[src/rtl/mem_stream_reader.sv]
// Block-read controller: fetches `length` words from a 1-cycle-latency memory and streams them over valid/ready.
// Optional build macro MEM_STREAM_READER_PARITY_EN adds out_parity (even parity of out_data).
module mem_stream_reader #(
    parameter int DATA_WIDTH = 8,
    parameter int ADDR_WIDTH = 4
) (
    input  logic                  clk,
    input  logic                  rst_n,
    input  logic                  start,
    input  logic [ADDR_WIDTH-1:0] base_addr,
    input  logic [ADDR_WIDTH:0]   length,
    output logic                  busy,
    output logic                  done,
    output logic                  mem_rd_en,
    output logic [ADDR_WIDTH-1:0] mem_addr,
    input  logic [DATA_WIDTH-1:0] mem_rd_data,
    output logic                  out_valid,
    input  logic                  out_ready,
    output logic [DATA_WIDTH-1:0] out_data,
    output logic                  out_last
`ifdef MEM_STREAM_READER_PARITY_EN
    ,
    output logic                  out_parity
`endif
);

    localparam int LEN_W = ADDR_WIDTH + 1;

    typedef enum logic [1:0] {
        IDLE  = 2'd0,
        FETCH = 2'd1,
        DRAIN = 2'd2,
        DONE  = 2'd3
    } state_t;

    state_t                 state_r;
    state_t                 state_nxt_s;
    logic [LEN_W-1:0]       rd_left_r;
    logic [LEN_W-1:0]       push_left_r;
    logic [ADDR_WIDTH-1:0]  addr_r;
    logic                   inflight_r;
    logic                   busy_r;
    logic                   done_r;

    // Two-entry FIFO; e0 is the head. A word returning from memory is visible at the output the same cycle.
    logic                   e0_valid_r, e1_valid_r, e0_last_r, e1_last_r;
    logic [DATA_WIDTH-1:0]  e0_data_r, e1_data_r;
    logic                   e0_valid_s, e1_valid_s, e0_last_s, e1_last_s;
    logic [DATA_WIDTH-1:0]  e0_data_s, e1_data_s;

    logic                   start_ok_s;
    logic                   pop_s;
    logic                   push_s;
    logic                   push_last_s;
    logic                   issue_s;
    logic [1:0]             occ_s;
    logic                   out_valid_s;
    logic                   out_last_s;
    logic [DATA_WIDTH-1:0]  out_data_s;
    logic                   busy_s;
    logic                   done_s;

`ifdef MEM_STREAM_READER_PARITY_EN
    function automatic logic parity_of(input logic [DATA_WIDTH-1:0] d);
        return ^d;
    endfunction
`endif

    assign start_ok_s  = start && (state_r == IDLE);
    assign push_s      = inflight_r;
    assign push_last_s = inflight_r && (push_left_r == LEN_W'(1));
    assign out_valid_s = e0_valid_r | inflight_r;
    assign pop_s       = out_valid_s && out_ready;
    assign occ_s       = {1'b0, e0_valid_r} + {1'b0, e1_valid_r} + {1'b0, inflight_r};
    // A same-cycle pop frees a slot, which keeps the stream at one word per cycle.
    assign issue_s     = (state_r == FETCH) && (rd_left_r != LEN_W'(0)) &&
                         ((occ_s < 2'd2) || ((occ_s == 2'd2) && pop_s));

    // Output word selection: stored head first, otherwise the word arriving from memory.
    always_comb begin
        out_data_s = {DATA_WIDTH{1'b0}};
        out_last_s = 1'b0;
        if (e0_valid_r) begin
            out_data_s = e0_data_r;
            out_last_s = e0_last_r;
        end else if (inflight_r) begin
            out_data_s = mem_rd_data;
            out_last_s = push_last_s;
        end else begin
            out_data_s = {DATA_WIDTH{1'b0}};
            out_last_s = 1'b0;
        end
    end

    // FSM state register.
    always_ff @(posedge clk or negedge rst_n) begin
        if (!rst_n) begin
            state_r <= IDLE;
        end else begin
            state_r <= state_nxt_s;
        end
    end

    // FSM next-state logic.
    always_comb begin
        state_nxt_s = state_r;
        case (state_r)
            IDLE: begin
                if (start) begin
                    state_nxt_s = (length == LEN_W'(0)) ? DONE : FETCH;
                end else begin
                    state_nxt_s = IDLE;
                end
            end
            FETCH: begin
                if (issue_s && (rd_left_r == LEN_W'(1))) begin
                    state_nxt_s = DRAIN;
                end else begin
                    state_nxt_s = FETCH;
                end
            end
            DRAIN: begin
                if (pop_s && out_last_s) begin
                    state_nxt_s = DONE;
                end else begin
                    state_nxt_s = DRAIN;
                end
            end
            DONE:    state_nxt_s = IDLE;
            default: state_nxt_s = IDLE;
        endcase
    end

    // FSM outputs, decoded from the upcoming state so they register in step with it.
    always_comb begin
        busy_s = (state_nxt_s != IDLE);
        done_s = (state_nxt_s == DONE);
    end

    // Registered status outputs.
    always_ff @(posedge clk or negedge rst_n) begin
        if (!rst_n) begin
            busy_r <= 1'b0;
            done_r <= 1'b0;
        end else begin
            busy_r <= busy_s;
            done_r <= done_s;
        end
    end

    // Block parameters, read address and the two word counters.
    always_ff @(posedge clk or negedge rst_n) begin
        if (!rst_n) begin
            rd_left_r   <= LEN_W'(0);
            push_left_r <= LEN_W'(0);
            addr_r      <= ADDR_WIDTH'(0);
            inflight_r  <= 1'b0;
        end else begin
            inflight_r <= issue_s;
            if (start_ok_s) begin
                rd_left_r   <= length;
                push_left_r <= length;
                addr_r      <= base_addr;
            end else begin
                if (issue_s) begin
                    rd_left_r <= rd_left_r - LEN_W'(1);
                    addr_r    <= addr_r + ADDR_WIDTH'(1);
                end
                if (push_s) begin
                    push_left_r <= push_left_r - LEN_W'(1);
                end
            end
        end
    end

    // FIFO next state: order is e0, e1, then the arriving word; a pop removes the front.
    always_comb begin
        e0_valid_s = e0_valid_r;
        e0_data_s  = e0_data_r;
        e0_last_s  = e0_last_r;
        e1_valid_s = e1_valid_r;
        e1_data_s  = e1_data_r;
        e1_last_s  = e1_last_r;
        if (pop_s) begin
            if (e0_valid_r) begin
                if (e1_valid_r) begin
                    e0_data_s = e1_data_r;
                    e0_last_s = e1_last_r;
                    if (push_s) begin
                        e1_data_s = mem_rd_data;
                        e1_last_s = push_last_s;
                    end else begin
                        e1_valid_s = 1'b0;
                    end
                end else if (push_s) begin
                    e0_data_s = mem_rd_data;
                    e0_last_s = push_last_s;
                end else begin
                    e0_valid_s = 1'b0;
                end
            end else begin
                e0_valid_s = 1'b0;
                e1_valid_s = 1'b0;
            end
        end else if (push_s) begin
            if (e0_valid_r) begin
                e1_valid_s = 1'b1;
                e1_data_s  = mem_rd_data;
                e1_last_s  = push_last_s;
            end else begin
                e0_valid_s = 1'b1;
                e0_data_s  = mem_rd_data;
                e0_last_s  = push_last_s;
            end
        end else begin
            e0_valid_s = e0_valid_r;
        end
    end

    // FIFO storage registers.
    always_ff @(posedge clk or negedge rst_n) begin
        if (!rst_n) begin
            e0_valid_r <= 1'b0;
            e0_data_r  <= {DATA_WIDTH{1'b0}};
            e0_last_r  <= 1'b0;
            e1_valid_r <= 1'b0;
            e1_data_r  <= {DATA_WIDTH{1'b0}};
            e1_last_r  <= 1'b0;
        end else begin
            e0_valid_r <= e0_valid_s;
            e0_data_r  <= e0_data_s;
            e0_last_r  <= e0_last_s;
            e1_valid_r <= e1_valid_s;
            e1_data_r  <= e1_data_s;
            e1_last_r  <= e1_last_s;
        end
    end

    assign busy      = busy_r;
    assign done      = done_r;
    assign mem_rd_en = issue_s;
    assign mem_addr  = addr_r;
    assign out_valid = out_valid_s;
    assign out_data  = out_data_s;
    assign out_last  = out_last_s;
`ifdef MEM_STREAM_READER_PARITY_EN
    assign out_parity = parity_of(out_data_s);
`endif

endmodule
[config.mk]
export PLATFORM = sky130hd
export DESIGN_NAME = mem_stream_reader
export DESIGN_NICKNAME = d
export VERILOG_FILES = /design/src/rtl/mem_stream_reader.sv
export SDC_FILE = /design/constraint.sdc
export NUM_CORES = 1
export LEC_CHECK = 0
export ABC_AREA = 0
export CAP_MARGIN = 20
export CORE_UTILIZATION = 40
export DETAILED_ROUTE_END_ITERATION = 12
export SKIP_LAST_GASP = 1
export SYNTH_ARGS = -nofsm -noshare
export SYNTH_HDL_FRONTEND = slang
export SYNTH_SLANG_ARGS = --single-unit
[constraint.sdc]
create_clock -name clk -period 5.56 [get_ports clk]
set_clock_uncertainty 0.2 [all_clocks]
set_input_delay 0.556 -clock clk [delete_from_list [all_inputs] [get_ports clk]]
set_output_delay 0.556 -clock clk [all_outputs]
set_load 0.01 [all_outputs]
Yosys cells after proc, flatten, opt, wreduce, memory -nomap -nowiden
Cells that the tools add are included.

storage, ports and cells
  output and inout bits = 17
  memories kept = 0
  memory bits (read-only) = 0
  logic and storage cells = 99
  input port bits = 21
  RAM bits = 0
  bits in registers = 39
  latch bits = 0

cells by class
  div/mod/pow operators = 0
  mux-type cells = 47
  $add $sub $neg = 5
  shifts and indexed selects = 0
  $lt $le $gt $ge = 1
  reduce and logical (&&, ||, !) cells = 20
  multiply operators = 0
  equality and inequality tests = 12
  bitwise gates (word level) = 1

operators by type and width
  operator               count
  $mux W8                13
  $mux W1                24
  $mux W5                4
  $eq A5 B1 Y1 const B   2
  $reduce_bool A2 Y1     5
  $sub A5 B1 Y5 const B  2
  $eq A2 B2 Y1 const B   4
  $logic_and A1 B1 Y1    8
  $mux W4                2
  $pmux W2 S4            1
  $reduce_and A4 Y1      2
  $mux W2                3
  $ne A2 B2 Y1 const B   3
  $logic_not A5 Y1       1
  $reduce_bool A5 Y1     1
  $add A4 B1 Y4 const B  1
  $ne A3 B2 Y1 const B   1
  $add A1 B1 Y2          1
  $add A2 B1 Y2          1
  $eq A2 B1 Y1 const B   1
  $logic_not A2 Y1       1
  $lt A2 B2 Y1 const B   1
  $ne A2 B1 Y1 const B   1
  $reduce_and A2 Y1      1
  other kinds (2)        2

Logic depth before layout (Yosys ltp)
  word-level depth = 10
  depth in mapped cells = 10
  depth with buffers taken out = 8

Worst setup path before layout
Ideal clock, no wire load.

  kind = register -> register
  start = register e0_valid_r
  end = register e0_data_r[0]
  data required time = 5.230 ns
  clock period less this slack = 2.658 ns
  path slack = 2.902 ns
  cell stages (with the launch flop) = 11
  data arrival time = 2.327 ns
  setup time = 0.130 ns
  path buffers = 2
  cell sequence = dfrtp_1 -> clkbuf_1 -> inv_1 -> ha_1 -> and2b_1 -> clkinv_1 -> ha_1 -> a221o_1 -> buf_2 -> nand2_1 -> o21ai_0

between the ends
  longest elaborated chain between the ends = 4
  elaborated cells on any way between the ends = 8
  classes of those cells = eq/ne (3); mux (1); bitwise (1); reduce/logical (3)

RTL lines
  item                                                  RTL line  source
  start, declared                                       46        logic e0_valid_r, e1_valid_r, e0_last_r, e1_last_r;
  start signal, assigned                                230       e0_valid_r <= e0_valid_s;
  $or A1 B1 Y1                                          72        assign out_valid_s = e0_valid_r | inflight_r;
  $logic_and A1 B1 Y1                                   73        assign pop_s = out_valid_s && out_ready;
  $ne A2 B1 Y1 (no line), or another cell as far along  n/a
  $reduce_and A4 Y1 (no line)                           n/a
  end signal, assigned                                  224       e0_data_r <= {DATA_WIDTH{1'b0}};
  end signal, assigned                                  231       e0_data_r <= e0_data_s;
  end, declared                                         47        logic [DATA_WIDTH-1:0] e0_data_r, e1_data_r;

Several ways; a longest one is shown, not always the timed one.
A chain may end at the register's enable or synchronous reset.

Worst setup path in the final report
  start = register inflight_r
  end = output port mem_rd_en

between the ends
  longest elaborated chain between the ends = 5
  elaborated cells on any way between the ends = 8
  classes of those cells = add/sub (1); order compare (1); eq/ne (1); bitwise (1); reduce/logical (4)

RTL lines
  item                                                 RTL line  source
  start, declared                                      41        logic inflight_r;
  start signal, assigned                               159       inflight_r <= issue_s;
  $add A2 B1 Y2 or $or A1 B1 Y1 (tied branches)        74, 72
  $eq A2 B2 Y1 or $logic_and A1 B1 Y1 (tied branches)  77, 73
  $logic_and A1 B1 Y1                                  77        ((occ_s < 2'd2) || ((occ_s == 2'd2) && pop_s));
  $logic_or A1 B1 Y1 (*)                               77
  $logic_and A1 B1 Y1 (*)                              76        assign issue_s = (state_r == FETCH) && (rd_left_r != LEN_W'(0)) &&
  end, declared                                        14        output logic mem_rd_en,

Every way passes the cells marked *; elsewhere a longest branch is shown, timed or not.

==> results.md <==
- Status: finished clean
- Synthesized Nets: 243
- Most used DFF post-synth: dfrtp_1
- Synthesized cell area: 0.00209 mm^2
- Final Worst Setup Slack: 1.88 ns
- FF-to-FF End: e0_data_r[1]
- Worst setup SP type: flop
- Max-cap violations: 0
- Min Tclk post-route: 3.68 ns
- # resized after CTS: 0
- DIE WIDTH: 74.3 um
- DRT antenna net count: 0
- Post-Synthesis Cells: 212
- Slew headroom: 31.0%
- CTS Hold Bufs: 0
- First-pass GRT wire length: 7400 um
- Synth Area per Inst: 9.87 um^2
- Die height: 74.3 um
- DR iter-0 viols: 116
- Clock latency on the worst-skew pair: 0.29 ns
- Gr ovfl total: 0
- Kind of critical path: flop to primary output
- IO Count: 38
- Static leakage: 1.14 nW
- Max incr delay on CP: 0.70 ns
- CTS tree: yes
- Clk pin slew, worst setup/hold paths: 0.07 ns
- Final core utilization: 53.3%
- Core area: 0.00488 mm^2
- Detailed Place HPWL: 3150 um
- Worst VDD drop: 282 uV
- Area of the die: 0.00553 mm^2
- Clk sinks: 39
- Final Hold Fails: 0
- Site Rows: 25
- Commonest cells in the netlist: dfrtp_1, nand2_1, o21ai_0
- Area Growth Syn to Fin: 24.1%
- EDFF count, synth: 0
- Seq pwr share: 37.2%
- Clock network power share: 12.1%
- Switching Share: 41.3%
- CP delay by family, top: buffers and inverters
- Unrepaired setup endpoints after global routing: no
- Post-CTS Setup Bufs: 0
- I/O Buffers: 37
- Pint: 0.891 mW
- Async SR Flop Fraction: 100%
- Critical path, cell by cell: inv_1 -> fa_1 -> and3b_1 -> o211ai_4 -> inv_6 -> clkdlybuf4s50_1
- Layout Nets: 280
- Net switching power figure: 0.627 mW
- R2r setup slk: 2.47 ns
- Routability cong.: 0.770
- Distinct cells, synth: 45
- Top-count cell post-synth: dfrtp_1
- Residual DRC: 0
- Min-Delay Path Class: input port to asynchronous set/reset pin
- WP data arrival: 2.92 ns
- Total CTS buffers: 5
- Worst-margin pin slew: 1.03 ns
- Tcrit/Tclk final: 66.2%
- H-tree Lvls: 2
- WL/cell: 14.0 um
- Setup Total Neg Slack: 0 ns
- Reg2reg start: inflight_r
- Share of layout cells above drive strength 1: 10.0%
- Reg2reg path depth: 8
- Vias in the first global route: 1561
- Root Driver: clkbuf_8
- Power Density: 584 mW/mm^2
- Synthesized flop and latch total: 39
- Post-Place Worst Slack: 2.18 ns
- Crit-path slowest cell: dfrtp_1
- Setup crit end kind: primary output
- Final wirelength: 4420 um
- Initial Util: 42.9%
- TritonRoute pass-1 iters: 4
- Main area contributors after synthesis: dfrtp_1, o21ai_0, nand2_1
- CP max FO: 16
- Vias/cell: 5.05
- Top cell type's share of synthesized area: 46.6%
- Worst endpoint required time: 4.80 ns
- GRT Total Usage: 18.3%
- Post-synthesis sequential area ratio: 46.6%
- Maximum number of pins on one net before global-route repair: 40
- Buf+Inv Stages, Crit Path: 3
- Worst-case clock buffer depth: 2
- Diodes inserted: 0
- Setup violations, final: 0
- Largest area contributor in the netlist: dfrtp_1
- Vias: 1600
- Comb power frac: 50.7%
- Synth Warn #: 0
- Initial antenna violation count: 0
- Max-slew violations: 0
- Fmax: 272 MHz
[worst max path at each step]
stage              endpoint  cells past startpoint  startpoint
3_3_place_gp      mem_rd_en                      6  inflight_r
4_1_cts           mem_rd_en                      6  inflight_r
2_1_floorplan  e0_data_r[0]                     10  e0_valid_r
6_report          mem_rd_en                      6  inflight_r
5_1_grt           mem_rd_en                      6  inflight_r
3_5_place_dp      mem_rd_en                      6  inflight_r
[layout by cell type, fill, tap and decap left out, drive strengths merged, types with 2 or more instances in the layout]
master         synthesis  layout
xnor2                  3       3
nor2b                  2       2
a31oi                  2       2
buf                    2       2
or3                    2       2
o211ai                 2       2
mux2                   8       8
nor2                   7       7
nand2                 37      37
nand3                  6       6
nor3b                  2       2
a221o                  3       3
clkbuf                 6       7
clkdlybuf4s50          0      36
dfrtp                 39      39
nor3                   4       4
and3                   3       3
a21o                   2       2
o31ai                  2       2
inv                   10      10
nor4                   2       2
a21oi                  4       4
ha                     9       9
mux2i                 10      10
o21ai                 29      29
clkinv                 1       2
[stage by stage]
| stage | std cells | hold slack [ns] | total power [mW] | cell area, um^2 |
|---|---|---|---|---|
| 2_1_floorplan | 212 | 0.0604 | 1.07 | 2090 |
| 3_3_place_gp | 309 | 0.264 | 1.33 | 2520 |
| 3_5_place_dp | 309 | 0.272 | 1.34 | 2520 |
| 4_1_cts | 317 | 0.208 | 1.54 | 2600 |
| 6_report | 317 | 0.182 | 1.52 | 2600 |
| 5_1_grt | 317 | 0.246 | 1.66 | 2600 |
[power by group through the flow]
stage | Sequential (mW) | Combinational [mW] | Clock (mW)
after floorplan | 0.513 | 0.557 | 0
final | 0.565 | 0.770 | 0.184
after detailed placement | 0.567 | 0.777 | 0
after CTS | 0.564 | 0.782 | 0.190
after global routing | 0.590 | 0.871 | 0.204
after global placement | 0.567 | 0.762 | 0
[area by class of cell]
type	count	area, um^2
flip-flops and latches	39	976
inverters	11	46.3
multi-input cells	154	1040
fillers	458	2280
well taps	67	83.8
repair buffers	38	373
clock inverters	1	5.00
clock buffers	7	76.3
[routing by layer]
| metal | vias up | share of wire, % | GRT usage (%) |
|---|---|---|---|
| met5 | - | 0 | 0 |
| met1 | 746 | 51 | 25.6 |
| met4 | 0 | 1.1 | 5.66 |
| met3 | 5 | 4.0 | 5.28 |
| met2 | 27 | 44 | 27.6 |
| li1 | 822 | - | - |
[registers in the layout, summed over array words and instances, names as in the netlist, 2 cells and up]
register,flops
e1_data_r,8
push_left_r,5
e0_data_r,8
rd_left_r,5
state_r,2
mem_addr,4
[cells by family after synthesis]
family          count (synthesis)  share of synthesized area (%)
compound gates                 50                           15.4
xor+xnor                        4                           1.67
fa+ha+maj                      10                           6.34
buf+inv                        19                           3.77
flops                          39                           46.6
mux                            18                           9.09
simple gates                   72                           17.1
(Power assumes the default switching activity.)
